$ cat config.mk
export PLATFORM = sky130hd
export DESIGN_NAME = pipe_ctrl
export DESIGN_NICKNAME = d
export VERILOG_FILES = /design/src/rtl/pipe_ctrl.sv
export SDC_FILE = /design/constraint.sdc
export NUM_CORES = 1
export LEC_CHECK = 0
export ABC_AREA = 1
export CORE_ASPECT_RATIO = 2
export CORE_MARGIN = 2
export CORE_UTILIZATION = 53
export CTS_BUF_LIST = sky130_fd_sc_hd__clkbuf_4 sky130_fd_sc_hd__clkbuf_8
export DETAILED_ROUTE_END_ITERATION = 7
export PLACE_DENSITY = 0.83
export SYNTH_ARGS = -nofsm -noshare
export SYNTH_HDL_FRONTEND = slang
export SYNTH_SLANG_ARGS = --single-unit
$ cat constraint.sdc
create_clock -name clk -period 6 [get_ports clk]
set_clock_uncertainty 0.15 [all_clocks]
set_input_delay 1.5 -clock clk [delete_from_list [all_inputs] [get_ports clk]]
set_output_delay 1.5 -clock clk [all_outputs]
set_load 0.005 [all_outputs]
$ cat src/rtl/pipe_ctrl.sv
// Hazard and sequencing controller for the IF/ID/EX/MEM/WB pipeline: per-stage
// stall/flush generation, MDU start handshake, redirect gating and perf counters.
module pipe_ctrl #(
  parameter int CNT_W = 32
) (
  input  logic             clk,
  input  logic             rst,
  input  logic             id_rs1_read_en_i,
  input  logic             id_rs2_read_en_i,
  input  logic [4:0]       id_rs1_idx_i,
  input  logic [4:0]       id_rs2_idx_i,
  input  logic             ex_rd_wr_en_i,
  input  logic [4:0]       ex_rd_idx_i,
  input  logic             ex_is_load_i,
  input  logic             bju_jump_en_i,
  input  logic             ex_mdu_valid_i,
  input  logic             mdu_done_i,
  input  logic             mem_lsu_req_i,
  input  logic             mem_lsu_resp_i,
  output logic             npc_jump_en_o,
  output logic             mdu_start_o,
  output logic             pc_stall_o,
  output logic             if_id_stall_o,
  output logic             if_id_flush_o,
  output logic             id_ex_stall_o,
  output logic             id_ex_flush_o,
  output logic             ex_mem_stall_o,
  output logic             ex_mem_flush_o,
  output logic             mem_wb_flush_o,
  output logic [CNT_W-1:0] stall_cnt_o,
  output logic [CNT_W-1:0] flush_cnt_o,
  output logic [1:0]       state_dbg_o
);

  localparam logic [1:0] IDLE     = 2'd0;
  localparam logic [1:0] MEM_WAIT = 2'd1;
  localparam logic [1:0] MDU_BUSY = 2'd2;

  logic [1:0] state;
  logic [1:0] state_nxt;
  logic       mdu_issued;
  logic       mdu_done_seen;

  logic       rs1_hit;
  logic       rs2_hit;
  logic       load_use;
  logic       mem_wait;
  logic       mdu_wait;
  logic       mdu_start;
  logic       mdu_leave;

  assign state_dbg_o = state;

  // Hazard detection
  always_comb begin
    rs1_hit  = id_rs1_read_en_i && (id_rs1_idx_i == ex_rd_idx_i);
    rs2_hit  = id_rs2_read_en_i && (id_rs2_idx_i == ex_rd_idx_i);
    load_use = ex_is_load_i && ex_rd_wr_en_i && (ex_rd_idx_i != 5'd0) &&
               (rs1_hit || rs2_hit);
    mem_wait = ((state == IDLE) && mem_lsu_req_i && !mem_lsu_resp_i) ||
               ((state == MEM_WAIT) && !mem_lsu_resp_i);
    mdu_wait = ex_mdu_valid_i && !(mdu_done_i || mdu_done_seen);
  end

  // MDU handshake: mdu_start_o is a single-cycle request with no back-pressure;
  // the MDU answers later (or in the same cycle) with a one-cycle mdu_done_i.
  // Exactly one start per EX instruction, tracked by mdu_issued until it leaves EX.
  always_comb begin
    mdu_start = ex_mdu_valid_i && !mdu_issued && !mem_wait;
    mdu_leave = ex_mdu_valid_i && !mdu_wait && !mem_wait;
  end

  // Stall/flush generation in priority order; everything is held low in reset.
  always_comb begin
    npc_jump_en_o  = 1'b0;
    mdu_start_o    = 1'b0;
    pc_stall_o     = 1'b0;
    if_id_stall_o  = 1'b0;
    if_id_flush_o  = 1'b0;
    id_ex_stall_o  = 1'b0;
    id_ex_flush_o  = 1'b0;
    ex_mem_stall_o = 1'b0;
    ex_mem_flush_o = 1'b0;
    mem_wb_flush_o = 1'b0;
    if (!rst) begin
      mdu_start_o = mdu_start;
      if (mem_wait) begin
        pc_stall_o     = 1'b1;
        if_id_stall_o  = 1'b1;
        id_ex_stall_o  = 1'b1;
        ex_mem_stall_o = 1'b1;
        mem_wb_flush_o = 1'b1;
      end else if (mdu_wait) begin
        pc_stall_o     = 1'b1;
        if_id_stall_o  = 1'b1;
        id_ex_stall_o  = 1'b1;
        ex_mem_flush_o = 1'b1;
      end else if (load_use) begin
        pc_stall_o     = 1'b1;
        if_id_stall_o  = 1'b1;
        id_ex_flush_o  = 1'b1;
      end else begin
        // The redirect only goes out once ID is free to advance.
        npc_jump_en_o  = bju_jump_en_i;
        if_id_flush_o  = bju_jump_en_i;
      end
    end
  end

  // A done pulse in the start cycle is a zero-stall op and never enters MDU_BUSY.
  always_comb begin
    state_nxt = state;
    case (state)
      IDLE: begin
        if (mem_lsu_req_i && !mem_lsu_resp_i) begin
          state_nxt = MEM_WAIT;
        end else if ((mdu_start && !mdu_done_i) ||
                     (mdu_issued && !mdu_done_seen && !mdu_done_i)) begin
          state_nxt = MDU_BUSY;
        end
      end
      MEM_WAIT: begin
        if (mem_lsu_resp_i) begin
          state_nxt = IDLE;
        end
      end
      MDU_BUSY: begin
        if (mdu_done_i) begin
          state_nxt = IDLE;
        end
      end
      default: state_nxt = IDLE;
    endcase
  end

  always_ff @(posedge clk or posedge rst) begin
    if (rst) begin
      state <= IDLE;
    end else begin
      state <= state_nxt;
    end
  end

  // Leaving EX wins over a same-cycle start so a zero-stall op leaves no residue.
  always_ff @(posedge clk or posedge rst) begin
    if (rst) begin
      mdu_issued    <= 1'b0;
      mdu_done_seen <= 1'b0;
    end else if (mdu_leave) begin
      mdu_issued    <= 1'b0;
      mdu_done_seen <= 1'b0;
    end else begin
      if (mdu_start) begin
        mdu_issued <= 1'b1;
      end
      if (mdu_done_i && mem_wait) begin
        mdu_done_seen <= 1'b1;
      end
    end
  end

  // Saturating performance counters.
  always_ff @(posedge clk or posedge rst) begin
    if (rst) begin
      stall_cnt_o <= '0;
      flush_cnt_o <= '0;
    end else begin
      if (pc_stall_o && (stall_cnt_o != {CNT_W{1'b1}})) begin
        stall_cnt_o <= stall_cnt_o + CNT_W'(1);
      end
      if (if_id_flush_o && (flush_cnt_o != {CNT_W{1'b1}})) begin
        flush_cnt_o <= flush_cnt_o + CNT_W'(1);
      end
    end
  end

endmodule

---- Word-level counts from Yosys, hierarchy flattened ----
Index checks and enable logic that the tools add are counted.
cells by class
  add/sub/neg operators ................... 2
  multiply operators ...................... 0
  div/mod/pow operators ................... 0
  magnitude comparators ................... 0
  equality and inequality tests ........... 9
  shifts and indexed selects .............. 0
  mux-type cells .......................... 28
  bitwise operators ....................... 0
  reduce and logical (&&, ||, !) cells .... 36
operator list
  cell                   count
  $add 32x1->32 const B  2
  $ne 32x32->1 const B   2
  $mux 1                 23
  $logic_and 1x1->1      20
  $eq 5x5->1             2
  $mux 2                 4
  $logic_not 1->1        7
  $pmux 2 s3             1
  $reduce_bool 5->1      1
  $logic_or 1x1->1       4
  $ne 2x2->1 const B     2
  $reduce_bool 2->1      2
  $ne 3x1->1 const B     1
  $reduce_and 3->1       1
  $eq 2x1->1 const B     1
  $eq 2x2->1 const B     1
  $logic_not 2->1        1
word-level totals
  register bits ........................... 68
  bits in latches ......................... 0
  RAM bits ................................ 0
  memory bits (read-only) ................. 0
  output and inout bits ................... 76
  memories ................................ 0

---- Longest topological paths before layout ----
Gate-level depths: netlist (run 1).
  word-level depth ........................ 11
  gate-level depth with buffers ........... 12

---- Worst setup path before layout (run 1) ----
OpenSTA, ideal clock, no wires.
  path kind ............................... input to output
  start point ............................. input port rst
  end point ............................... output port npc_jump_en_o
  data arrival time ....................... 3953 ps
  data required time ...................... 4350 ps
  slack ................................... 397 ps
  stages on the path ...................... 6
  cells stage by stage .................... inv_1 -> nand2_1 -> nor2_2 -> a21boi_4 -> buf_4 -> buf_4
between the ends
  cells in the longest elaborated chain, start to end .. 1
RTL lines
  what         RTL line  source
  from (decl)  7         input logic rst,
  $mux 1       --
  to (decl)    20        output logic npc_jump_en_o,
No other way between the ends.

---- Worst setup path after layout (run 1) ----
  start point ............................. input port mem_lsu_req_i
  end point ............................... output port npc_jump_en_o
between the ends
  cells in the longest elaborated chain, start to end .. 5
RTL lines
  what                             RTL line  source
  from (decl)                      18        input logic mem_lsu_req_i,
  $logic_and 1x1->1 (2 in series)  60        mem_wait = ((state == IDLE) && mem_lsu_req_i && !mem_lsu_resp_i) ||
  $logic_or 1x1->1                 60
  $mux 1                           87        if (mem_wait) begin
  $mux 1                           85        if (!rst) begin
No other way between the ends.

==> results.json, run 1 <==
{
  "drive_gt1_frac": 0.0450,
  "seq_area_frac_synth": 0.358,
  "fin_crit_ns": 5.06,
  "rsz0062_at_grt": "false",
  "cpPeakStageDelay_ns": 0.55,
  "cts_tree": "done",
  "fin_util": 0.689,
  "cts_hold_buf": 0,
  "syn2layout_area_growth_pct": 25.2,
  "crit_required_ns": 4.35,
  "gr-total-overflow": 0,
  "cts_setup_buffers": 0,
  "worstSetupPathDepth": 6,
  "grt_max_degree": 47,
  "ant_nets": 0,
  "synth_area_um2": 4760,
  "synth.area.top_cells": "dfrtp_1 36%, nand2_1 25%, nand3_1 8.0%",
  "io_buffers": 101,
  "drt_iter0_markers": 337,
  "final_cells": 922,
  "rows": 48,
  "synthArstFlopShare": 1.00,
  "syn_nets": 749,
  "fin_crit_sh": 0.843,
  "avgRoutedWirePerCell_um": 16.1,
  "clk_latency_ns": 0.36,
  "crit_buf_inv": 2,
  "criticalPathCategory": "in2out",
  "reg2regPathDepth": 9,
  "synth_edf_count": 0,
  "drc_errors": 0,
  "p_leak_nw": 2.83,
  "synth_top_area_cell": "dfrtp_1",
  "tightest_slew_ns": 0.973,
  "place_congestion": 0.969,
  "yosysMostFrequentCell": "nand2_1",
  "cts-buffers-inserted": 9,
  "avgSynthCellArea_um2": 6.60,
  "fp.coreArea_um2": 8650,
  "ys_ff_latch": 68,
  "die_area_um2": 9800,
  "ys.flop_type": "dfrtp_1",
  "synth_top_area_share": 0.358,
  "drv_slew": 0,
  "antenna_found_initial": 0,
  "p_int_uw": 783,
  "finalPower_mw": 1.16,
  "diodes": 0,
  "worst-path-max-fanout": 5,
  "yosys_warnings": 0,
  "nNetsFinal": 845,
  "holdCritPathClass": "reg2reg",
  "htree_levels": 3,
  "clk_path_buf_depth": 2,
  "arrival_ns": 3.41,
  "synthTopCellsByCount": "315 x nand2_1, 87 x nor2_1, 76 x nand3_1, 68 x dfrtp_1, 47 x inv_1",
  "clockPowerShare": 0.306,
  "holdPathStages": 2,
  "vias": 5027,
  "cap_violations": 0,
  "first_global_vias": 4958,
  "p_seq_frac": 0.462,
  "synthCells": 721,
  "dr.pass1.iters": 5,
  "crit_path_end_kind": "output port",
  "crit_chain": "clkdlybuf4s50_1 -> o211ai_2 -> nand2_1 -> nor2_2 -> a21boi_4 -> clkdlybuf4s50_1",
  "clkTransAtPathRegs_ns": 0.07,
  "viasPerCell": 5.45,
  "grt_usage": 0.316,
  "critPathLaunchType": "input pin",
  "numPlacedInstances": 906,
  "powerDensity_nw_per_um2": 195,
  "relSlewSlack": 0.350,
  "crit_family": "buffers and inverters",
  "p_sw_uw": 380,
  "ctsResizeCount": 0,
  "numClockSinks": 68,
  "pwr-share-comb": 0.232,
  "dieWidth_um": 71.0,
  "power.share.switching": 0.327,
  "pin_count": 102,
  "finalWirelength_um": 14900,
  "dieHeight_um": 138,
  "slowest_stage": "clkdlybuf4s50_1",
  "timing.setup.tns_ns": 0,
  "setup_viol": 0,
  "grt_pass1_wl_um": 23700,
  "hold_violations": 0,
  "start_util": 0.550,
  "ir_worst_vdd_v": 0.000204,
  "dp.final_hpwl_um": 11500,
  "yosys.cell_types.count": 27,
  "clock.fmax_ghz": 0.198,
  "status": "completed",
  "crit_path_frequent_cell": "clkdlybuf4s50_1",
  "root_buffer": "clkbuf_8"
}
[through the flow]
stage	worst slack, ns	cell area [um2]	hold WS, ns
CTS	0.907	5950	0.365
global route	0.811	5950	0.385
global placement	0.972	5770	0.330
detailed placement	0.908	5770	0.347
finish	0.941	5950	0.367
floorplan	0.397	4760	0.303
[state kept, by name, summed over array words and instances (netlist names)]
register	count
flush_cnt_o	32
stall_cnt_o	32
state_dbg_o	2
mdu_done_seen	1
mdu_issued	1
[final cells by class]
cell class	count	area (um2)
Multi-Input combinational cell	585	2730
Fill cell	796	2690
Sequential cell	68	1700
Timing Repair Buffer	105	1040
Inverter	48	180
Clock buffer	11	145
Tap cell	100	125
Clock inverter	5	36.3
[cells in the final DEF (no fill, tap or decap)]
cell             count
nand2_1            315
clkdlybuf4s50_1    101
nor2_1              87
nand3_1             76
dfrtp_1             68
inv_1               46
xor2_1              32
nor3_1              24
xnor2_1             13
clkbuf_8            10
nand3b_1             9
o21ai_0              7
nand4_1              4
buf_4                4
nor2_2               3
nor2_4               3
nand2_2              3
clkinvlp_4           3
inv_2                2
ha_1                 2
o211ai_2             1
a21boi_4             1
nand4_4              1
nand3_4              1
nor3_2               1
nand4_2              1
a21oi_1              1
inv_6                1
clkinv_2             1
clkbuf_4             1
[power groups by stage]
stage               clock network, mW  registers, mW  logic, mW
floorplan                           0          0.536      0.160
global placement                    0          0.543      0.262
detailed placement                  0          0.546      0.273
CTS                             0.364          0.538      0.273
global route                    0.381          0.544      0.298
finish                          0.356          0.538      0.269
[logic make-up after synthesis]
| logic type | share of synthesized area |
|---|---|
| buffers and inverters | 0.0694 |
| DFF | 0.358 |
| and+or+nand+nor | 0.470 |
| adders and majority gates | 0.00526 |
| xor gates and xnor gates | 0.0829 |
| AOI/OAI and AO/OA | 0.0150 |
[final timing paths]
check	slack, ns	startpoint	to
setup reg to reg	2.50	stall_cnt_o[0]	stall_cnt_o[6]
setup / recovery	0.94	mem_lsu_req_i	npc_jump_en_o
hold reg to reg	0.37	mdu_done_seen	mdu_done_seen
max in group asynchronous	3.31	rst	stall_cnt_o[8]
min in group asynchronous	1.48	rst	state_dbg_o[1]
hold / removal	0.37	mdu_done_seen	mdu_done_seen
[worst min-delay path, stage by stage, from the launching register on]
cell and delay (ns):
dfrtp_1 0.36, nand2_1 0.05, o21ai_0 0.07
[metal layers]
metal / wire [um] / GRT usage
met2: 8330 / 0.601
met5: 0 / 0
met3: 592 / 0.0472
met4: 1000 / 0.206
met1: 4940 / 0.307
No activity file was read; power rests on OpenSTA's default activity.
==> run 2, diff against run 1 <==
clock period = 4.9 ns   (was 6 ns; I/O delays follow)
==> run 2 against run 1 <==
Utilization increased by 0.33 points. Final area up 0.48%. Clock power increased by 35%. Cell count increased by 0.11%. Sequential cell count did not move. Critical path depth increased by 4. Critical endpoint is now if_id_stall_o. Largest cell class unchanged. Largest power group unchanged. Highest routed layer unchanged.
==> results.json, run 2 (synthesis results as in run 1) <==
{
  "holdCritPathClass": "reg2reg",
  "ir_worst_vdd_v": 0.000194,
  "antenna_found_initial": 0,
  "dieHeight_um": 138,
  "gr-total-overflow": 0,
  "io_buffers": 101,
  "tightest_slew_ns": 0.875,
  "powerDensity_nw_per_um2": 245,
  "root_buffer": "clkbuf_8",
  "final_common_cell": "nand2_1",
  "drc_errors": 0,
  "diodes": 0,
  "dr_wl_met3_um": 518,
  "clk_path_buf_depth": 2,
  "critPathLaunchType": "input pin",
  "viasPerCell": 5.47,
  "htree_levels": 3,
  "fin_crit_sh": 0.909,
  "criticalPathCategory": "in2out",
  "start_util": 0.550,
  "layout_setup_ws_ns": 0.448,
  "cap_violations": 0,
  "nNetsFinal": 846,
  "p_leak_nw": 2.85,
  "drive_gt1_frac": 0.0462,
  "crit_family": "buffers and inverters",
  "crit_chain": "clkdlybuf4s50_1 -> inv_1 -> nand2_1 -> nand2_1 -> nor2_1 -> nand3_1 -> nand2_1 -> nand3_1 -> nand2_2 -> clkdlybuf4s50_1",
  "place_congestion": 0.919,
  "timing.setup.tns_ns": 0,
  "dp.final_hpwl_um": 11300,
  "clkTransAtPathRegs_ns": 0.08,
  "grt_max_degree": 69,
  "fin_crit_ns": 4.45,
  "layout_common_cells": "315 x nand2_1, 101 x clkdlybuf4s50_1, 87 x nor2_1, 76 x nand3_1, 68 x dfrtp_1",
  "fp.coreArea_um2": 8650,
  "fillers": 801,
  "syn2layout_area_growth_pct": 25.8,
  "dieWidth_um": 71.0,
  "first_global_vias": 5022,
  "ant_nets": 0,
  "hold_violations": 0,
  "finalPower_mw": 1.47,
  "routed-wl-met2_um": 7990,
  "preCtsSetupSlack_ns": 0.422,
  "grt_usage": 0.318,
  "drt_iter0_markers": 304,
  "cts_setup_buffers": 0,
  "rsz0062_at_grt": "false",
  "die_area_um2": 9800,
  "cpPeakStageDelay_ns": 0.52,
  "numClockSinks": 68,
  "crit_required_ns": 3.52,
  "status": "completed",
  "cts_hold_buf": 0,
  "finalWirelength_um": 15000,
  "grt_pass1_wl_um": 24000,
  "relSlewSlack": 0.417,
  "whs_ns": 0.359,
  "worst-path-max-fanout": 3,
  "rows": 48,
  "avgRoutedWirePerCell_um": 16.2,
  "cts_tree": "done",
  "clk_latency_ns": 0.36,
  "arrival_ns": 3.08,
  "cts-buffers-inserted": 9,
  "vias": 5053,
  "crit_path_frequent_cell": "nand2_1",
  "drv_slew": 0,
  "m1WireLength_um": 5140,
  "clock.fmax_ghz": 0.225,
  "crit_buf_inv": 3,
  "dr.pass1.iters": 5,
  "ctsResizeCount": 0,
  "pin_count": 102,
  "crit_path_end_kind": "output port",
  "topRoutingLayerUsed": "met4",
  "setup_viol": 0,
  "slowest_stage": "clkdlybuf4s50_1"
}
[run 2: power breakdown]
part	internal (mW)	total, mW	switching [mW]	leakage (nW)
logic	0.154	0.329	0.174	1.81
registers	0.601	0.660	0.0595	0.936
clock network	0.238	0.479	0.241	0.104
[run 2: final timing paths]
check / slack [ns] / start / to / cells after the start
worst max-delay path: 0.45 / ex_rd_idx_i[4] / if_id_stall_o / 10
worst min-delay path: 0.36 / mdu_done_seen / mdu_done_seen / 2
worst max register to register: 2.29 / flush_cnt_o[0] / flush_cnt_o[5] / 8
worst min register to register: 0.36 / mdu_done_seen / mdu_done_seen / 2
max in group asynchronous: 2.53 / rst / flush_cnt_o[27] / 3
min in group asynchronous: 1.51 / rst / state_dbg_o[0] / 3
[run 2: stage by stage]
| step | instance area (um2) | util | cells |
|---|---|---|---|
| after floorplan | 4760 | - | 721 |
| after detailed placement | 5780 | 0.669 | 907 |
| final | 5980 | 0.692 | 923 |
| after global routing | 5980 | 0.692 | 923 |
| after global placement | 5780 | 0.669 | 907 |
| after CTS | 5980 | 0.692 | 923 |
[run 2: worst register-to-register path: cells and delay by family, from the launching register on]
kind                     cells  cell delay (ns)
AO/OA/AOI/OAI                1             0.19
buffers and inverters        1             0.08
flip-flops                   1             0.43
AND/OR/NAND/NOR              5             1.34
adder cells (fa/ha/maj)      1             0.26
[run 2: final cells by class]
| class | instances | area (um2) | share of cell area |
|---|---|---|---|
| Clock buffer | 9 | 124 | 0.0207 |
| Sequential cell | 68 | 1700 | 0.284 |
| Inverter | 48 | 184 | 0.0307 |
| Clock inverter | 7 | 75.1 | 0.0125 |
| Multi-Input combinational cell | 585 | 2730 | 0.455 |
| Timing Repair Buffer | 106 | 1050 | 0.175 |
| Tap cell | 100 | 125 | 0.0209 |
[run 2: metal layers]
metal | vias up | GRT usage
met4 | 0 | 0.260
li1 | 2453 | -
met2 | 176 | 0.577
met3 | 71 | 0.0443
met1 | 2353 | 0.312
met5 | - | 0
==> run 3, diff against run 2 <==
ABC_CLOCK_PERIOD_IN_PS = 4900   (was default)
CELL_PAD_IN_SITES_DETAIL_PLACEMENT = 1   (was default)
CELL_PAD_IN_SITES_GLOBAL_PLACEMENT = 2   (was default)
CORE_UTILIZATION = 28   (was 53)
PLACE_DENSITY = default   (was 0.83)
PLACE_DENSITY_LB_ADDON = 0.1   (was default)
==> run 3 against run 2 <==
Via count shrank 0.59%. Utilization shrank 32 points. Critical path type unchanged. Fmax shrank 1.6%.
==> results.json, run 3 (synthesis results as in run 1) <==
{
  "fillers": 2161,
  "root_buffer": "clkbuf_8",
  "diodes": 0,
  "drv_slew": 0,
  "setup_viol": 0,
  "clk_latency_ns": 0.37,
  "rr_endpoint": "flush_cnt_o[2]",
  "criticalPathCategory": "in2out",
  "cts-buffers-inserted": 9,
  "viasPerCell": 4.87,
  "dp.final_hpwl_um": 14400,
  "dr.pass1.iters": 4,
  "ir_worst_vdd_v": 0.0000933,
  "cts_setup_buffers": 0,
  "clkTransAtPathRegs_ns": 0.08,
  "drc_errors": 0,
  "fin_crit_ns": 4.52,
  "htree_levels": 3,
  "placed_cell_area_um2": 5930,
  "ant_nets": 0,
  "final_common_cell": "nand2_1",
  "final_area_um2": 6130,
  "antenna_found_initial": 0,
  "io_buffers": 101,
  "dieHeight_um": 188,
  "arrival_ns": 3.15,
  "place_congestion": 0.879,
  "nNetsFinal": 847,
  "final_cells": 1031,
  "cts_hold_buf": 0,
  "fin_crit_sh": 0.923,
  "cts_tree": "done",
  "fp.coreArea_um2": 16700,
  "crit_required_ns": 3.52,
  "reg2regPathDepth": 8,
  "relSlewSlack": 0.515,
  "crit_path_end_kind": "output port",
  "numClockSinks": 68,
  "hp-start": "mdu_done_seen",
  "whs_endpoint": "mdu_done_seen",
  "critPathLaunchType": "input pin",
  "syn2layout_area_growth_pct": 28.8,
  "holdPathStages": 2,
  "worstReg2RegStart": "flush_cnt_o[0]",
  "first_global_vias": 5440,
  "hold_violations": 0,
  "p_leak_nw": 2.85,
  "cap_violations": 0,
  "die_area_um2": 18100,
  "grt_usage": 0.211,
  "clk_path_buf_depth": 2,
  "holdCritPathClass": "reg2reg",
  "dieWidth_um": 96.2,
  "worst-path-max-fanout": 3,
  "avgRoutedWirePerCell_um": 17.8,
  "layout_setup_ws_ns": 0.378,
  "timing.setup.tns_ns": 0,
  "vias": 5023,
  "finalWirelength_um": 18400,
  "gr-total-overflow": 0,
  "tightest_slew_ns": 0.722,
  "preCtsSetupSlack_ns": 0.325,
  "numPlacedInstances": 1015,
  "drive_gt1_frac": 0.0473,
  "pin_count": 102,
  "start_util": 0.285,
  "clock.fmax_ghz": 0.221,
  "drt_iter0_markers": 128,
  "rsz0062_at_grt": "false",
  "powerDensity_nw_per_um2": 246,
  "layout_common_cells": "315 x nand2_1, 101 x clkdlybuf4s50_1, 87 x nor2_1, 76 x nand3_1, 68 x dfrtp_1",
  "status": "completed",
  "ctsResizeCount": 0,
  "rows": 67,
  "regToRegSetupSlack_ns": 2.11,
  "grt_pass1_wl_um": 28500,
  "grt_max_degree": 44
}
[run 3: cell count changes in the layout (fill, tap and decap cells not counted), sizes merged]
cell,before,now
clkbuf,9,12
clkinv,5,3
buf,5,6
inv,48,47
[run 3: routing by layer]
metal / part of all wire / GRT usage
met1: 0.34 / 0.194
met2: 0.61 / 0.431
met3: 0.020 / 0.0228
met4: 0.036 / 0.0929
met5: 0 / 0
[run 3: area by class of cell]
class,count,area (um2),share of cell area
inverters,48,184,0.0300
flip-flops and latches,68,1700,0.278
clock buffers,12,153,0.0249
clock inverters,4,48.8,0.00796
well taps,207,259,0.0423
repair buffers,107,1060,0.172
multi-input cells,585,2730,0.445
[run 3: per-stage QoR]
stage | total power, mW | hold WS [ns] | util
CTS | 1.54 | 0.361 | 0.367
floorplan | 0.852 | 0.303 | -
global route | 1.59 | 0.407 | 0.367
finish | 1.51 | 0.356 | 0.367
global placement | 1.02 | 0.339 | 0.355
detailed placement | 1.02 | 0.343 | 0.355
[run 3: how the worst max path moves through the flow]
stage | startpoint | end | slack (ns) | cells past startpoint
after CTS | ex_rd_idx_i[3] | if_id_stall_o | 0.32 | 10
after floorplan | rst | pc_stall_o | 0.49 | 5
after detailed placement | ex_rd_idx_i[3] | if_id_stall_o | 0.32 | 10
after global routing | ex_rd_idx_i[3] | if_id_stall_o | 0.23 | 10
after global placement | mem_lsu_req_i | npc_jump_en_o | 0.39 | 6
final | ex_rd_idx_i[3] | if_id_stall_o | 0.38 | 10
[run 3: report_power, final]
group          internal (mW)  leakage (nW)  switching [mW]  total [mW]
sequential             0.601         0.936          0.0625       0.663
combinational          0.155          1.81           0.185       0.340
clock                  0.260         0.107           0.243       0.503
total                   1.02          2.85           0.490        1.51
[run 3: worst max-delay path, stage by stage]
cell	delay, ns
clkdlybuf4s50_1	0.51
inv_1	0.10
nand2_1	0.07
nand2_1	0.05
nor2_1	0.11
nand3_1	0.09
nand2_1	0.14
nand3_1	0.14
nand2_2	0.17
clkdlybuf4s50_1	0.53
